File: src/rtl/uart_pkg.sv
// Shared UART definitions: receiver FSM states, MMIO addresses and status word layout.
// Used by the receive MMIO block and the UART byte sink.
package uart_pkg;

  typedef enum logic [1:0] {
    IDLE  = 2'd0,
    START = 2'd1,
    DATA  = 2'd2,
    STOP  = 2'd3
  } rx_state_t;

  localparam logic [31:0] RX_DATA_ADDR_DEF = 32'hFFFF_FFF8;
  localparam logic [31:0] RX_STAT_ADDR_DEF = 32'hFFFF_FFF4;

  // Status word bit positions
  localparam int unsigned STAT_NONEMPTY_BIT = 0;
  localparam int unsigned STAT_OVERRUN_BIT  = 1;
  localparam int unsigned STAT_FRAMEERR_BIT = 2;
  localparam int unsigned STAT_COUNT_LSB    = 8;
  localparam int unsigned STAT_COUNT_W      = 8;

endpackage

File: src/rtl/sync_fifo.sv
// Synchronous FIFO with separate occupancy counter.
// Ports: clk, rst (sync, active-high), push/wdata, pop, rdata (head, combinational),
//        full, empty, count (0..DEPTH).
module sync_fifo #(
  parameter int unsigned WIDTH = 8,
  parameter int unsigned DEPTH = 8
) (
  input  logic                     clk,
  input  logic                     rst,
  input  logic                     push,
  input  logic [WIDTH-1:0]         wdata,
  input  logic                     pop,
  output logic [WIDTH-1:0]         rdata,
  output logic                     full,
  output logic                     empty,
  output logic [$clog2(DEPTH):0]   count
);

  localparam int unsigned AW = $clog2(DEPTH);
  localparam int unsigned CW = AW + 1;

  logic [WIDTH-1:0] mem_q [DEPTH];
  logic [AW-1:0]    wr_ptr_q, wr_ptr_d;
  logic [AW-1:0]    rd_ptr_q, rd_ptr_d;
  logic [CW-1:0]    count_q, count_d;
  logic             do_push, do_pop;

  assign full  = (count_q == CW'(DEPTH));
  assign empty = (count_q == '0);
  assign rdata = mem_q[rd_ptr_q];
  assign count = count_q;

  // Pop of an empty FIFO is ignored; a pop frees room for a same-cycle push when full.
  assign do_pop  = pop && !empty;
  assign do_push = push && (!full || do_pop);

  // Next-state pointers and occupancy
  always_comb begin
    wr_ptr_d = wr_ptr_q;
    rd_ptr_d = rd_ptr_q;
    count_d  = count_q;
    if (do_push) wr_ptr_d = wr_ptr_q + AW'(1);
    if (do_pop)  rd_ptr_d = rd_ptr_q + AW'(1);
    count_d = count_q + CW'(do_push) - CW'(do_pop);
  end

  // Control registers
  always_ff @(posedge clk) begin
    if (rst) begin
      wr_ptr_q <= '0;
      rd_ptr_q <= '0;
      count_q  <= '0;
    end else begin
      wr_ptr_q <= wr_ptr_d;
      rd_ptr_q <= rd_ptr_d;
      count_q  <= count_d;
    end
  end

  // Storage array, contents irrelevant while empty so no reset
  always_ff @(posedge clk) begin
    if (do_push) mem_q[wr_ptr_q] <= wdata;
  end

endmodule

File: src/rtl/uart_rx_mmio.sv
// 8N1 UART receiver with receive FIFO, exposed as memory-mapped data/status words.
// Ports: clk, rst (sync, active-high), rxd (async serial in, idle high),
//        addr/rdEn (dmem read side), rData (combinational read data, 0 on miss),
//        hit (address decode for the external rdata mux), rxIrq (FIFO non-empty, registered).
module uart_rx_mmio
  import uart_pkg::*;
#(
  parameter int unsigned CLKS_PER_BIT = 16,
  parameter int unsigned FIFO_DEPTH   = 8,
  parameter logic [31:0] RX_DATA_ADDR = RX_DATA_ADDR_DEF,
  parameter logic [31:0] RX_STAT_ADDR = RX_STAT_ADDR_DEF
) (
  input  logic        clk,
  input  logic        rst,
  input  logic        rxd,
  input  logic [31:0] addr,
  input  logic        rdEn,
  output logic [31:0] rData,
  output logic        hit,
  output logic        rxIrq
);

  localparam int unsigned TW = $clog2(CLKS_PER_BIT);
  localparam int unsigned CW = $clog2(FIFO_DEPTH) + 1;
  localparam logic [TW-1:0] HALF_M1 = TW'(CLKS_PER_BIT / 2 - 1);
  localparam logic [TW-1:0] FULL_M1 = TW'(CLKS_PER_BIT - 1);

  rx_state_t     state_q, state_d;
  logic [TW-1:0] tick_q, tick_d;
  logic [2:0]    bit_q, bit_d;
  logic [7:0]    shift_q, shift_d;
  logic          brk_q, brk_d;
  logic          overrun_q, overrun_d;
  logic          frame_err_q, frame_err_d;
  logic          rx_irq_q, rx_irq_d;
  logic          sync1_q, rxs_q;

  logic          push_c, frame_err_set_c;
  logic          data_sel_c, stat_sel_c, pop_c, stat_rd_c;
  logic [7:0]    fifo_head;
  logic          fifo_full, fifo_empty;
  logic [CW-1:0] fifo_count;
  logic [31:0]   stat_word_c;

  sync_fifo #(
    .WIDTH (8),
    .DEPTH (FIFO_DEPTH)
  ) u_fifo (
    .clk   (clk),
    .rst   (rst),
    .push  (push_c),
    .wdata (shift_q),
    .pop   (pop_c),
    .rdata (fifo_head),
    .full  (fifo_full),
    .empty (fifo_empty),
    .count (fifo_count)
  );

  // Address decode and read strobes
  assign data_sel_c = (addr == RX_DATA_ADDR);
  assign stat_sel_c = (addr == RX_STAT_ADDR);
  assign hit        = data_sel_c || stat_sel_c;
  assign pop_c      = rdEn && data_sel_c && !fifo_empty;
  assign stat_rd_c  = rdEn && stat_sel_c;
  assign rxIrq      = rx_irq_q;

  // Receiver FSM next state, bit timing and error flags
  always_comb begin
    state_d         = state_q;
    tick_d          = tick_q + TW'(1);
    bit_d           = bit_q;
    shift_d         = shift_q;
    brk_d           = brk_q;
    push_c          = 1'b0;
    frame_err_set_c = 1'b0;

    case (state_q)
      IDLE: begin
        tick_d = '0;
        bit_d  = '0;
        // After a framing error the line must go high before a new start is accepted.
        if (rxs_q) brk_d = 1'b0;
        if (!rxs_q && !brk_q) state_d = START;
      end
      START: begin
        if (tick_q == HALF_M1) begin
          tick_d  = '0;
          state_d = rxs_q ? IDLE : DATA;
        end
      end
      DATA: begin
        if (tick_q == FULL_M1) begin
          tick_d  = '0;
          shift_d = {rxs_q, shift_q[7:1]};
          bit_d   = bit_q + 3'd1;
          if (bit_q == 3'd7) state_d = STOP;
        end
      end
      STOP: begin
        if (tick_q == FULL_M1) begin
          tick_d  = '0;
          state_d = IDLE;
          if (rxs_q) begin
            push_c = 1'b1;
          end else begin
            frame_err_set_c = 1'b1;
            brk_d           = 1'b1;
          end
        end
      end
      default: state_d = IDLE;
    endcase

    // A same-cycle set takes priority over the status-read clear.
    overrun_d   = (push_c && fifo_full && !pop_c) || (overrun_q && !stat_rd_c);
    frame_err_d = frame_err_set_c || (frame_err_q && !stat_rd_c);
    rx_irq_d    = !fifo_empty;
  end

  // State registers and rxd synchroniser
  always_ff @(posedge clk) begin
    if (rst) begin
      state_q     <= IDLE;
      tick_q      <= '0;
      bit_q       <= '0;
      shift_q     <= '0;
      brk_q       <= 1'b0;
      overrun_q   <= 1'b0;
      frame_err_q <= 1'b0;
      rx_irq_q    <= 1'b0;
      sync1_q     <= 1'b1;
      rxs_q       <= 1'b1;
    end else begin
      state_q     <= state_d;
      tick_q      <= tick_d;
      bit_q       <= bit_d;
      shift_q     <= shift_d;
      brk_q       <= brk_d;
      overrun_q   <= overrun_d;
      frame_err_q <= frame_err_d;
      rx_irq_q    <= rx_irq_d;
      sync1_q     <= rxd;
      rxs_q       <= sync1_q;
    end
  end

  // Read data mux
  always_comb begin
    stat_word_c = '0;
    stat_word_c[STAT_NONEMPTY_BIT] = !fifo_empty;
    stat_word_c[STAT_OVERRUN_BIT]  = overrun_q;
    stat_word_c[STAT_FRAMEERR_BIT] = frame_err_q;
    stat_word_c[STAT_COUNT_LSB +: STAT_COUNT_W] = STAT_COUNT_W'(fifo_count);

    rData = '0;
    if (data_sel_c) begin
      if (!fifo_empty) rData = {24'b0, fifo_head};
    end else if (stat_sel_c) begin
      rData = stat_word_c;
    end
  end

endmodule

File: config.mk
export PLATFORM = sky130hd
export DESIGN_NAME = uart_rx_mmio
export DESIGN_NICKNAME = d
export VERILOG_FILES = /design/src/rtl/uart_pkg.sv /design/src/rtl/sync_fifo.sv /design/src/rtl/uart_rx_mmio.sv
export SDC_FILE = /design/constraint.sdc
export NUM_CORES = 1
export LEC_CHECK = 0
export BUFFER_PORTS_ARGS = -buffer_cell sky130_fd_sc_hd__buf_2
export CORE_UTILIZATION = 40
export CTS_BUF_LIST = sky130_fd_sc_hd__clkbuf_8 sky130_fd_sc_hd__clkbuf_16
export DETAILED_ROUTE_END_ITERATION = 6
export GPL_ROUTABILITY_DRIVEN = 1
export PLACE_DENSITY = 0.65
export SYNTH_ARGS = -nofsm -noshare
export SYNTH_HDL_FRONTEND = slang
export SYNTH_SLANG_ARGS = --single-unit
File: constraint.sdc
create_clock -name clk -period 5.9 [get_ports clk]
set_input_delay 0.885 -clock clk [delete_from_list [all_inputs] [get_ports clk]]
set_output_delay 0.885 -clock clk [all_outputs]
set_load 0.02 [all_outputs]
# After elaboration in Yosys (flattened, before gate mapping)
# Memories as Yosys holds them, arrays and structs flattened. A register that Yosys moved wholly into a read port is not among the register bits.
# Cells that the tools add are included.
# totals
mem_bits_rw	64
wordCells	94
ff_bits	33
inputBits	36
out_inout_bits	34
n_memories	1
# mem_list
memory	words	width	rd	rd_ports_with_merged_regs	write_ports	line_no	rtl
u_fifo.mem_q	8	8	1	1	1	sync_fifo.sv:22	logic [WIDTH-1:0] mem_q [DEPTH];
# classes
n_mux	29
eq_ne	16
n_reduce_logical	29
n_addsub	6
# op_table
cell	count
$eq 32x32->1 const B	2
$mux 32	1
$ne 2x2->1 const B	7
$mux 12	1
$mux 2	6
$pmux 4 s3	1
$mux 1	11
$logic_and 1x1->1	10
$add 3x1->3 const B	3
$mux 3	3
$eq 4x4->1 const B	2
$mux 4	2
$mux 8	1
$pmux 2 s4	1
$logic_not 1->1	6
$pmux 3 s2	1
$reduce_and 5->1	1
$add 4x1->4	1
$add 4x1->4 const B	1
$eq 2x2->1 const B	2
$eq 4x3->1 const B	1
$logic_not 4->1	1
$logic_or 1x1->1	4
$reduce_and 2->1	2
8 further kinds	9

# Logic depth before layout (Yosys ltp)
# Gate-level depths: netlist of the first run.
# logic_depth
ltp_word	8
depth_mapped	13
depth_no_buf	12

# By module
# From an unflattened synthesis of the first run, not the netlist that was laid out.
# unflattened
cells_unflattened	353
hier_area_um2	4600.7
# by_module_without_submodules
mod	cells_each	instances	seq_area_each_um2	area_per_inst_um2
sync_fifo	186	1	2182.1	3188.1
uart_rx_mmio	167	1	460.4	1412.6

# Least setup slack after synthesis of the first run
# Ideal clock, no wire load.
# synth_path
kind	input -> output
from	in addr[0]
to	out rData[0]
slack_ns	2.696
required_time_ns	5.015
t_arrival_ns	2.319
path_buffers	1
path_stages	6
path_cell_list	nand4bb_1 nor4_1 and3_1 buf_2 nor2_1 a211oi_1
# synth_via
elab_chain_len	3
elab_cells_between_ends	4
cone_classes	eq/ne (2); mux (2)
# synth_lines
item	line_no	rtl
start: declaration	uart_rx_mmio.sv:16	input logic [31:0] addr,
$eq 32x32->1	uart_rx_mmio.sv:62	assign stat_sel_c = (addr == RX_STAT_ADDR);
$mux 12	uart_rx_mmio.sv:159	end else if (stat_sel_c) begin
$mux 32 (*)	uart_rx_mmio.sv:157	if (data_sel_c) begin
end: declaration	uart_rx_mmio.sv:18	output logic [31:0] rData,
# Every way passes the cells marked *; elsewhere a longest branch is shown, timed or not.

# Worst setup path in the final report of the first run
# layout_path
from	in addr[0]
to	out rData[2]
# The elaborated chain is that of the path after synthesis.

==> flow_summary_export.csv, run 1 <==
group,metric,value,unit
grt,grt_pass1_wl,13100,um
timing,final_hold_viol_count,0,
worst_setup_path,crit_path_cell_trace,"buf_2 > nand4bb_1 > nor4_2 > and2_1 > nand2b_1 > o21ai_0 > buf_2",
layout,stdcell_area,4900,um2
synth,yosysMostFrequentCell,"edfxtp_1",
timing,skew,0.0107,ns
power,p_clk_frac,0.362,
power,p_per_area,247,nW/um2
route,dr.pass1.iters,4,
timing,min_period,3.30,ns
synth,synth_xor_area_frac,0.0101,
worst_setup_path,cp_slowest_stage_delay,0.34,ns
status,status,"completed",
worst_setup_path,cp_common_cell,"buf_2",
clock_tree,clockRootBuffer,"clkbuf_8",
power,seq_power_share,0.610,
synth,syn_inst,332,
layout,nNetsFinal,432,
timing,fin_crit_sh,0.560,
worst_setup_path,critPathKind,"primary input to primary output",
synth,synth-seq-cells,100,
job,cap_violations,0,
timing,relSlewSlack,0.460,
timing,rsz0062_at_grt,"no",
die,core_area,10400,um2
clock_tree,tritoncts,"done",
worst_setup_path,arrival,2.42,ns
clock_tree,clockBufferDepth,2,
power,fin_total_pwr,0.00121,W
synth,ys_async_sr_fraction,0,
clock_tree,cts_buffers,9,
synth,syn_avg_cell_area,13.1,um2
timing,fmax,303,MHz
synth,synth_area_leader_cell,"edfxtp_1",
worst_hold_path,hold_path.class,"flop to flop",
synth,synth_top_family_by_area,"simple AND/OR/NAND/NOR gates",
worst_setup_path,cpMaxStageDelayCell,"nor4_2",
worst_setup_path,critPathTopFamily,"simple AND/OR/NAND/NOR gates",
grt,grt-ovfl-total,0,
synth,synth_common_cells,"edfxtp_1 (64), dfxtp_1 (36), nand2_1 (31)",
synth,synthSimpleGateAreaFrac,0.135,
grt,grt_pass1_vias,2592,
synth,ys_types,46,
placement,place_congestion,0.752,
power,peakVddDrop,0.153,mV
timing,setup_viol,0,
worst_setup_path,crit_path_end_kind,"primary output",
synth,synthesis.area,4350,um2
power,p_int,0.000919,W
clock_tree,clk_latency,0.36,ns
placement,placed_area,4680,um2
layout,final_core_util,0.470,
grt,grt_use_total,0.155,
layout,drive_gt1_frac,0.259,
synth,synthMuxAreaShare,0.114,
route,drtIter0Drc,102,
placement,post-dp-hpwl,5330,um
placement,numPortBuffers,49,
worst_setup_path,cp_max_fo,7,
die,floorplan.die_area,11300,um2
die,initial_core_util,0.418,
clock_tree,cts_hold_buf,0,
route,drc,0,
layout,diodes,0,
clock_tree,cts_sinks,100,
synth,synth_fa_ha_area_frac,0.0334,
synth,synth-warning-count,0,
die,pin_count,70,
timing,worst_pin_slew,0.809,ns
power,netSwitchingFraction,0.239,
route,viasPerCell,4.92,
die,die_w,106,um
timing,holdWs,0.418,ns
route,wirelength,8040,um
worst_setup_path,start_kind,"primary input",
synth,synth.area.top_cells,"edfxtp_1 (44%), dfxtp_1 (17%), mux4_2 (8.3%)",
route,vias,2586,
clock_tree,post_cts_resized,0,
power,p_leak,1.79,nW
route,wl_per_cell,15.3,um
synth,ys_seq_area_frac,0.608,
timing,maxSlewViolCount,0,
synth,synth.top_cell.area_share,0.442,
grt,antenna_found_initial,0,
synth,synth-compound-area-share,0.0400,
die,row_count,37,
timing,final.setup.tns,0,ns
power,comb_power_share,0.027,
clock_tree,htree_levels,3,
power,netSwitchingPower,0.000288,W
worst_setup_path,worstPathRequired,5.02,ns
route,antenna_left,0,
grt,grt_max_degree,39,
synth,synth_edf_count,64,
worst_setup_path,crit_buf_inv,2,
layout,areaGrowthSynthToFinish,12.6,%
synth,synth_ff_type,"edfxtp_1",
clock_tree,clk_transition_reported_paths,0.11,ns
die,chipHeight,106,um
clock_tree,cts_setup_buffers,0,
==> layout by cell type, fill, tap and decap left out, types with 4 or more instances in the layout <==
master	netlist	routed
edfxtp_1	64	64
nor3_1	6	6
nand4_1	8	8
nand3_1	4	4
and2_1	5	5
a21oi_1	18	18
mux2i_1	11	11
nor2b_1	5	5
inv_1	9	9
buf_2	4	49
ha_1	10	10
nor4b_1	4	4
nor2_1	29	29
conb_1	1	20
mux4_2	16	16
clkbuf_8	0	9
nand2_1	31	31
buf_4	20	9
dfxtp_1	36	36
==> sequential cells by signal (all words and copies together), names as in the netlist, named ones only <==
signal,count
bit_q,3
brk_q,1
frame_err_q,1
overrun_q,1
rxIrq,1
rxs_q,1
shift_q,8
state_q,1
sync1_q,1
tick_q,4
u_fifo.count,4
u_fifo.mem_q,64
u_fifo.rd_ptr_q,3
u_fifo.wr_ptr_q,3
==> final timing paths <==
path	from	slack [ns]	cells after the start	endpoint
max	addr[0]	2.60	7	rData[2]
max reg2reg	u_fifo.count[2]$_SDFF_PP0_	3.35	12	u_fifo.count[2]$_SDFF_PP0_
min reg2reg	sync1_q$_SDFF_PP1_	0.42	1	rxs_q$_SDFF_PP1_
min	sync1_q$_SDFF_PP1_	0.42	1	rxs_q$_SDFF_PP1_
==> power by group through the flow <==
stage | clock (W) | combinational [W] | sequential [W]
finish | 0.000438 | 0.0000331 | 0.000737
global route | 0.000479 | 0.0000368 | 0.000737
CTS | 0.000451 | 0.0000330 | 0.000737
detailed placement | 0 | 0.0000329 | 0.000753
global placement | 0 | 0.0000320 | 0.000753
floorplan | 0 | 0.0000304 | 0.000752
==> final cells by class <==
type | count | area [um2]
fillers | 927 | 5520
flip-flops and latches | 100 | 2640
multi-input cells | 206 | 1520
repair buffers | 58 | 313
well taps | 136 | 170
clock buffers | 9 | 124
clock inverters | 7 | 88.8
inverters | 10 | 37.5
==> routing by layer <==
metal | track usage | routed length [um] | up-vias
met5 | 0 | 0 | -
met4 | 0.0536 | 36 | 0
met3 | 0.0270 | 195 | 2
met2 | 0.269 | 4120 | 40
met1 | 0.196 | 3690 | 1268
li1 | - | - | 1276
==> stage by stage <==
stage	cells	worst slack, ns
after floorplan	351	2.70
after global placement	510	2.61
after detailed placement	510	2.56
after CTS	526	2.56
after global routing	526	2.45
final	526	2.60
==> logic make-up after synthesis <==
logic type,Yosys count
compound gates,29
xor+xnor,5
fa+ha+maj,11
buf+inv,45
flops,100
mux,29
other cells,1
simple gates,112
(Power assumes the default switching activity.)
==> run 2: changes to the inputs <==
- ABC_AREA: not set -> 1
- PLACE_DENSITY: 0.65 -> 0.67
- clock period: 5.9 -> 2.67 ns (I/O delays scaled with it)
==> flow_summary_export.csv, run 2 <==
group,metric,value,unit
power,p_int,0.00202,W
layout,top_register,"u_fifo.mem_q",
clock_tree,clk_latency,0.37,ns
grt,grt_pass1_wl,14900,um
worst_setup_path,cp_max_fo,16,
power,comb_power_share,0.039,
synth,synthesis.area,4440,um2
worst_hold_path,hold_depth,2,
synth,ys_async_sr_fraction,0,
power,p_clk_frac,0.346,
layout,layout_commonest_cell,"nor2_1",
worst_setup_path,crit_buf_inv,2,
layout,top_regs,"u_fifo.mem_q: 64 flops, shift_q: 8 flops",
worst_setup_path,cp_common_cell,"nand2_1",
synth,ys_types,32,
synth,syn_inst,460,
clock_tree,cts_setup_buffers,0,
synth,synth-seq-cells,100,
synth,synth-warning-count,0,
worst_setup_path,worstPathRequired,2.27,ns
worst_setup_path,crit_path_end_kind,"primary output",
worst_hold_path,hold_path.class,"primary input to flop",
clock_tree,tritoncts,"done",
clock_tree,clockBufferDepth,2,
route,viasPerCell,4.96,
layout,largest_reg_flops,64,
synth,syn_avg_cell_area,9.64,um2
timing,rsz0062_at_grt,"no",
clock_tree,cts_buffers,9,
worst_setup_path,critPathTopFamily,"flip-flops",
layout,drive_gt1_frac,0.185,
worst_hold_path,min_to,"sync1_q$_SDFF_PP1_",
clock_tree,post_cts_resized,0,
timing,maxSlewViolCount,0,
synth,yosysMostFrequentCell,"nor2_1",
die,floorplan.die_area,11500,um2
timing,relSlewSlack,0.636,
timing,layout_setup_ws,0.320,ns
timing,final_hold_viol_count,0,
worst_setup_path,critPathKind,"flop to primary output",
worst_setup_path,cpMaxStageDelayCell,"dfxtp_1",
die,row_count,38,
timing,skew,0.0174,ns
layout,areaGrowthSynthToFinish,12.7,%
worst_setup_path,r2r-end,"u_fifo.count[2]$_SDFF_PP0_",
layout,mostFrequentLayoutCells,"nor2_1 (83), nand2_1 (79), edfxtp_1 (64), buf_2 (49), o21ai_0 (41)",
synth,ys_seq_area_frac,0.596,
worst_setup_path,arrival,1.95,ns
timing,fmax,425,MHz
job,cap_violations,0,
route,wirelength,8930,um
route,wl_per_cell,13.4,um
clock_tree,htree_levels,3,
power,seq_power_share,0.615,
grt,grt_pass1_vias,3188,
grt,grt-ovfl-total,0,
synth,synth.top_cell.area_share,0.433,
worst_hold_path,min-delay-start,"rxd",
route,vias,3292,
placement,post-dp-hpwl,6190,um
die,initial_core_util,0.409,
power,p_per_area,532,nW/um2
timing,setup_viol,0,
timing,fin_crit_sh,0.880,
worst_setup_path,start_kind,"flop",
worst_setup_path,reg2regPathDepth,14,
synth,synth_area_leader_cell,"edfxtp_1",
worst_setup_path,rrSetupSlack,0.40,ns
route,dr.pass1.iters,4,
synth,synth_ff_type,"edfxtp_1",
placement,place_congestion,0.763,
route,drc,0,
power,netSwitchingFraction,0.239,
synth,synth.area.top_cells,"edfxtp_1 (43%), dfxtp_1 (16%), nor2_1 (7.0%)",
timing,worst_pin_slew,0.545,ns
grt,grt_use_total,0.171,
die,pin_count,70,
worst_setup_path,cp.depth,8,
grt,grt_max_degree,33,
grt,antenna_found_initial,0,
power,p_leak,2.15,nW
clock_tree,clockRootBuffer,"clkbuf_8",
power,netSwitchingPower,0.000635,W
timing,final.setup.tns,0,ns
layout,diodes,0,
worst_setup_path,cp_slowest_stage_delay,0.63,ns
worst_setup_path,timing.rr.start,"u_fifo.count[2]$_SDFF_PP0_",
route,drtIter0Drc,173,
die,die_w,107,um
placement,numPortBuffers,49,
synth,synth_common_cells,"nor2_1 (83), nand2_1 (79), edfxtp_1 (64)",
synth,synth_edf_count,64,
die,chipHeight,107,um
die,core_area,10800,um2
clock_tree,cts_sinks,100,
placement,dp_slack,0.342,ns
layout,nNetsFinal,566,
clock_tree,cts_hold_buf,0,
timing,min_period,2.35,ns
status,status,"completed",
clock_tree,clk_transition_reported_paths,0.10,ns
route,antenna_left,0,
power,peakVddDrop,0.378,mV
worst_setup_path,crit_path_cell_trace,"inv_2 > o21ai_0 > o22ai_1 > nand2_1 > nand2_1 > nand3_1 > nand2_1 > buf_2",
==> run 2: how the worst max path moves through the flow <==
stage                               start                          to  slack [ns]
6_report                             flop                    rData[2]        0.32
2_1_floorplan                    addr[17]  u_fifo.count[2]$_SDFF_PP0_        0.59
3_3_place_gp                     addr[17]  u_fifo.count[2]$_SDFF_PP0_        0.42
4_1_cts                              flop                    rData[2]        0.30
3_5_place_dp                     addr[17]  u_fifo.count[2]$_SDFF_PP0_        0.34
5_1_grt        u_fifo.count[2]$_SDFF_PP0_  u_fifo.count[3]$_SDFF_PP0_        0.12
==> run 2: kinds of logic (layout without fill, tap and decap cells) <==
logic type	Yosys count	in the layout	synth area share
buf+inv	65	110	0.0736
other cells	1	20	0.000845
xor+xnor	2	2	0.00395
fa+ha+maj	11	11	0.0327
simple gates	193	193	0.186
compound gates	88	88	0.107
flops	100	100	0.596
==> run 2: through the flow <==
| stage | utilization | cells | total power, W | cell area, um2 | hold WS, ns |
|---|---|---|---|---|---|
| after floorplan | - | 479 | 0.00176 | 4510 | 0.389 |
| after global placement | 0.444 | 648 | 0.00177 | 4810 | 0.394 |
| after detailed placement | 0.444 | 648 | 0.00177 | 4810 | 0.394 |
| after CTS | 0.461 | 664 | 0.00268 | 5000 | 0.197 |
| after global routing | 0.461 | 664 | 0.00276 | 5000 | 0.207 |
| final | 0.461 | 664 | 0.00266 | 5000 | 0.216 |
==> run 2: routing by layer <==
layer | GRT usage | share of wire | vias up
met5 | 0 | 0 | -
met4 | 0.0626 | 0.022 | 0
met3 | 0.0436 | 0.043 | 18
met2 | 0.295 | 0.49 | 75
met1 | 0.204 | 0.45 | 1567
li1 | - | - | 1632
==> run 2: worst reg2reg max path: cells and delay by family (launching register included) <==
kind | cells | cell delay (ns)
buf+inv | 4 | 0.25
simple gates | 6 | 0.70
xor+xnor | 1 | 0.14
flops | 1 | 0.32
fa+ha+maj | 3 | 0.74
==> run 2: cell type report <==
cell class | count | area (um2)
well taps | 140 | 175
repair buffers | 61 | 335
fillers | 1062 | 5840
flip-flops and latches | 100 | 2640
clock inverters | 7 | 61.3
inverters | 33 | 124
clock buffers | 9 | 124
multi-input cells | 314 | 1540
==> run 2: power by group through the flow <==
| stage | registers, W | logic, W | clock network [W] |
|---|---|---|---|
| after floorplan | 0.00167 | 0.0000903 | 0 |
| after global placement | 0.00167 | 0.000100 | 0 |
| after detailed placement | 0.00167 | 0.000104 | 0 |
| after CTS | 0.00163 | 0.000104 | 0.000940 |
| after global routing | 0.00164 | 0.000120 | 0.00101 |
| final | 0.00163 | 0.000104 | 0.000919 |
==> run 3: changes to the inputs <==
- CORE_UTILIZATION: 40 -> 50
- PLACE_DENSITY: 0.67 -> 0.79
- SYNTH_HIERARCHICAL: not set -> 1
==> flow_summary_export.csv, run 3 <==
group,metric,value,unit
worst_setup_path,timing.rr.start,"u_fifo/count[2]$_SDFF_PP0_",
worst_setup_path,crit_buf_inv,4,
clock_tree,clockRootBuffer,"clkbuf_8",
worst_setup_path,startpoint,"u_fifo/count[2]$_SDFF_PP0_",
synth,yosysMostFrequentCell,"nor2_1",
grt,grt_use_total,0.194,
grt,grt_pass1_vias,3305,
layout,largest_reg_flops,64,
layout,layout_commonest_cell,"nor2_1",
timing,maxSlewViolCount,0,
route,wl_per_cell,13.1,um
grt,antenna_found_initial,0,
layout,mostFrequentLayoutCells,"nor2_1 (99), nand2_1 (80), edfxtp_1 (64), buf_2 (49), dfxtp_1 (35)",
placement,numPortBuffers,49,
layout,fillers,730,
worst_setup_path,crit_path_cell_trace,"inv_1 > ha_1 > nand2_2 > inv_2 > nor2_1 > nand3_1 > inv_2 > nand2_4 > nand2_8 > nand3_1 > nand2_1 > ha_1 > inv_1 > fa_1 > o21ai_1 > a21oi_1",
clock_tree,cts_buffers,9,
worst_setup_path,cp_max_fo,8,
worst_setup_path,arrival,2.78,ns
synth,synth_area_leader_cell,"edfxtp_1",
worst_setup_path,start_kind,"flop",
clock_tree,cts_sinks,100,
synth,synth.top_cell.area_share,0.416,
die,pin_count,70,
power,peakVddDrop,0.316,mV
worst_setup_path,critPathTopFamily,"adder cells",
power,netSwitchingPower,0.000614,W
die,die_w,98.2,um
layout,nNetsFinal,601,
clock_tree,clockBufferDepth,2,
power,p_int,0.00202,W
worst_setup_path,worstPathRequired,2.93,ns
grt,grt_max_degree,33,
die,row_count,34,
status,status,"completed",
route,dr.pass1.iters,7,
layout,top_register,"u_fifo/mem_q",
layout,diodes,0,
timing,layout_setup_ws,0.151,ns
grt,grt_pass1_wl,14600,um
worst_hold_path,min-delay-start,"rxd",
timing,setup_viol,0,
synth,synth_ff_type,"edfxtp_1",
clock_tree,cts_hold_buf,0,
synth,synth_common_cells,"nor2_1 (100), nand2_1 (80), edfxtp_1 (64)",
power,p_clk_frac,0.339,
timing,min_period,2.52,ns
route,wirelength,8770,um
worst_setup_path,cpMaxStageDelayCell,"fa_1",
synth,ys_types,33,
layout,stdcell_area,5160,um2
power,p_leak,2.32,nW
route,viasPerCell,5.07,
die,chipHeight,98.2,um
job,cap_violations,0,
worst_setup_path,critPathKind,"flop to flop",
route,drc,0,
route,vias,3384,
clock_tree,clk_latency,0.36,ns
layout,drive_gt1_frac,0.209,
layout,areaGrowthSynthToFinish,11.6,%
placement,place_congestion,0.815,
power,comb_power_share,0.040,
power,p_per_area,510,nW/um2
worst_hold_path,hold_path.class,"primary input to flop",
synth,synth-warning-count,6,
route,drtIter0Drc,187,
synth,ys_seq_area_frac,0.572,
timing,fmax,397,MHz
synth,syn_inst,494,
die,floorplan.die_area,9640,um2
synth,syn_avg_cell_area,9.36,um2
synth,synth.area.top_cells,"edfxtp_1 (42%), dfxtp_1 (16%), nor2_1 (8.1%)",
power,seq_power_share,0.621,
clock_tree,clk_transition_reported_paths,0.10,ns
grt,grt-ovfl-total,0,
die,initial_core_util,0.522,
synth,synthesis.area,4620,um2
worst_setup_path,cp_slowest_stage_delay,0.38,ns
layout,top_regs,"u_fifo/mem_q: 64 flops, shift_q: 8 flops",
placement,post-dp-hpwl,6070,um
timing,skew,0.0118,ns
synth,synth_edf_count,64,
worst_setup_path,crit_path_end_kind,"flop",
timing,final_hold_viol_count,0,
placement,dp_slack,0.0485,ns
placement,placed_area,4950,um2
clock_tree,tritoncts,"done",
power,netSwitchingFraction,0.233,
timing,fin_crit_sh,0.944,
synth,synth-seq-cells,100,
synth,ys_async_sr_fraction,0,
die,core_area,8850,um2
clock_tree,htree_levels,3,
route,antenna_left,0,
-- run 3: changes by cell type after synthesis, sizes merged, moves of 7 or more --
cell and delta:
a21oi -7, inv +7, o22ai -14, nor2 +18, buf +7, o21ai +16, nand2 +9
-- run 3: metrics by stage --
step                power (W)  hold WS, ns  setup TNS (ns)  utilization  std cells
finish                0.00263        0.218               0        0.583        667
global route          0.00272        0.204         -0.0489        0.583        667
CTS                   0.00265        0.205               0        0.580        666
floorplan             0.00176        0.389               0            -        513
global placement      0.00177        0.392               0        0.559        650
detailed placement    0.00177        0.398               0        0.559        650
-- run 3: metal layers --
metal	GRT usage	wire, um	vias up
met2	0.359	4620	81
met4	0.0804	160	0
met5	0	0	-
met1	0.218	3690	1579
li1	-	-	1709
met3	0.0372	297	15
-- run 3: power by group through the flow --
| stage | logic, W | clock network [W] | registers, W |
|---|---|---|---|
| 3_5_place_dp | 0.000103 | 0 | 0.00167 |
| 2_1_floorplan | 0.0000923 | 0 | 0.00167 |
| 6_report | 0.000105 | 0.000892 | 0.00164 |
| 3_3_place_gp | 0.000100 | 0 | 0.00167 |
| 5_1_grt | 0.000120 | 0.000965 | 0.00164 |
| 4_1_cts | 0.000104 | 0.000909 | 0.00164 |
-- run 3: final timing paths --
kind	end	slack (ns)	cells past startpoint
max	u_fifo/count[2]$_SDFF_PP0_	0.15	16
min	sync1_q$_SDFF_PP1_	0.22	2
max reg2reg	u_fifo/count[2]$_SDFF_PP0_	0.15	16
min reg2reg	rxs_q$_SDFF_PP1_	0.42	1
-- run 3: cell type report --
class | count | area [um2] | area share
well taps | 108 | 135 | 0.0262
repair buffers | 64 | 358 | 0.0694
flip-flops and latches | 100 | 2640 | 0.512
inverters | 40 | 151 | 0.0293
multi-input cells | 339 | 1690 | 0.327
clock buffers | 9 | 124 | 0.0240
clock inverters | 7 | 61.3 | 0.0119
-- run 3: timing repair --
item,in CTS,in global routing
buffers inserted,0,1
setup endpoints to repair,0,3
hold endpoints to repair,0,0
resized for setup,0,7
-- run 3: kinds of logic (layout without fill, tap and decap cells) --
| kind of cell | after synthesis | in the layout | share of synthesized area |
|---|---|---|---|
| AND/OR/NAND/NOR | 225 | 225 | 0.218 |
| flip-flops | 100 | 100 | 0.572 |
| AO/OA/AOI/OAI | 81 | 81 | 0.0912 |
| buffers and inverters | 74 | 120 | 0.0828 |
| adder cells (fa/ha/maj) | 11 | 11 | 0.0314 |
| XOR/XNOR | 2 | 2 | 0.00379 |
| other | 1 | 20 | 0.000811 |
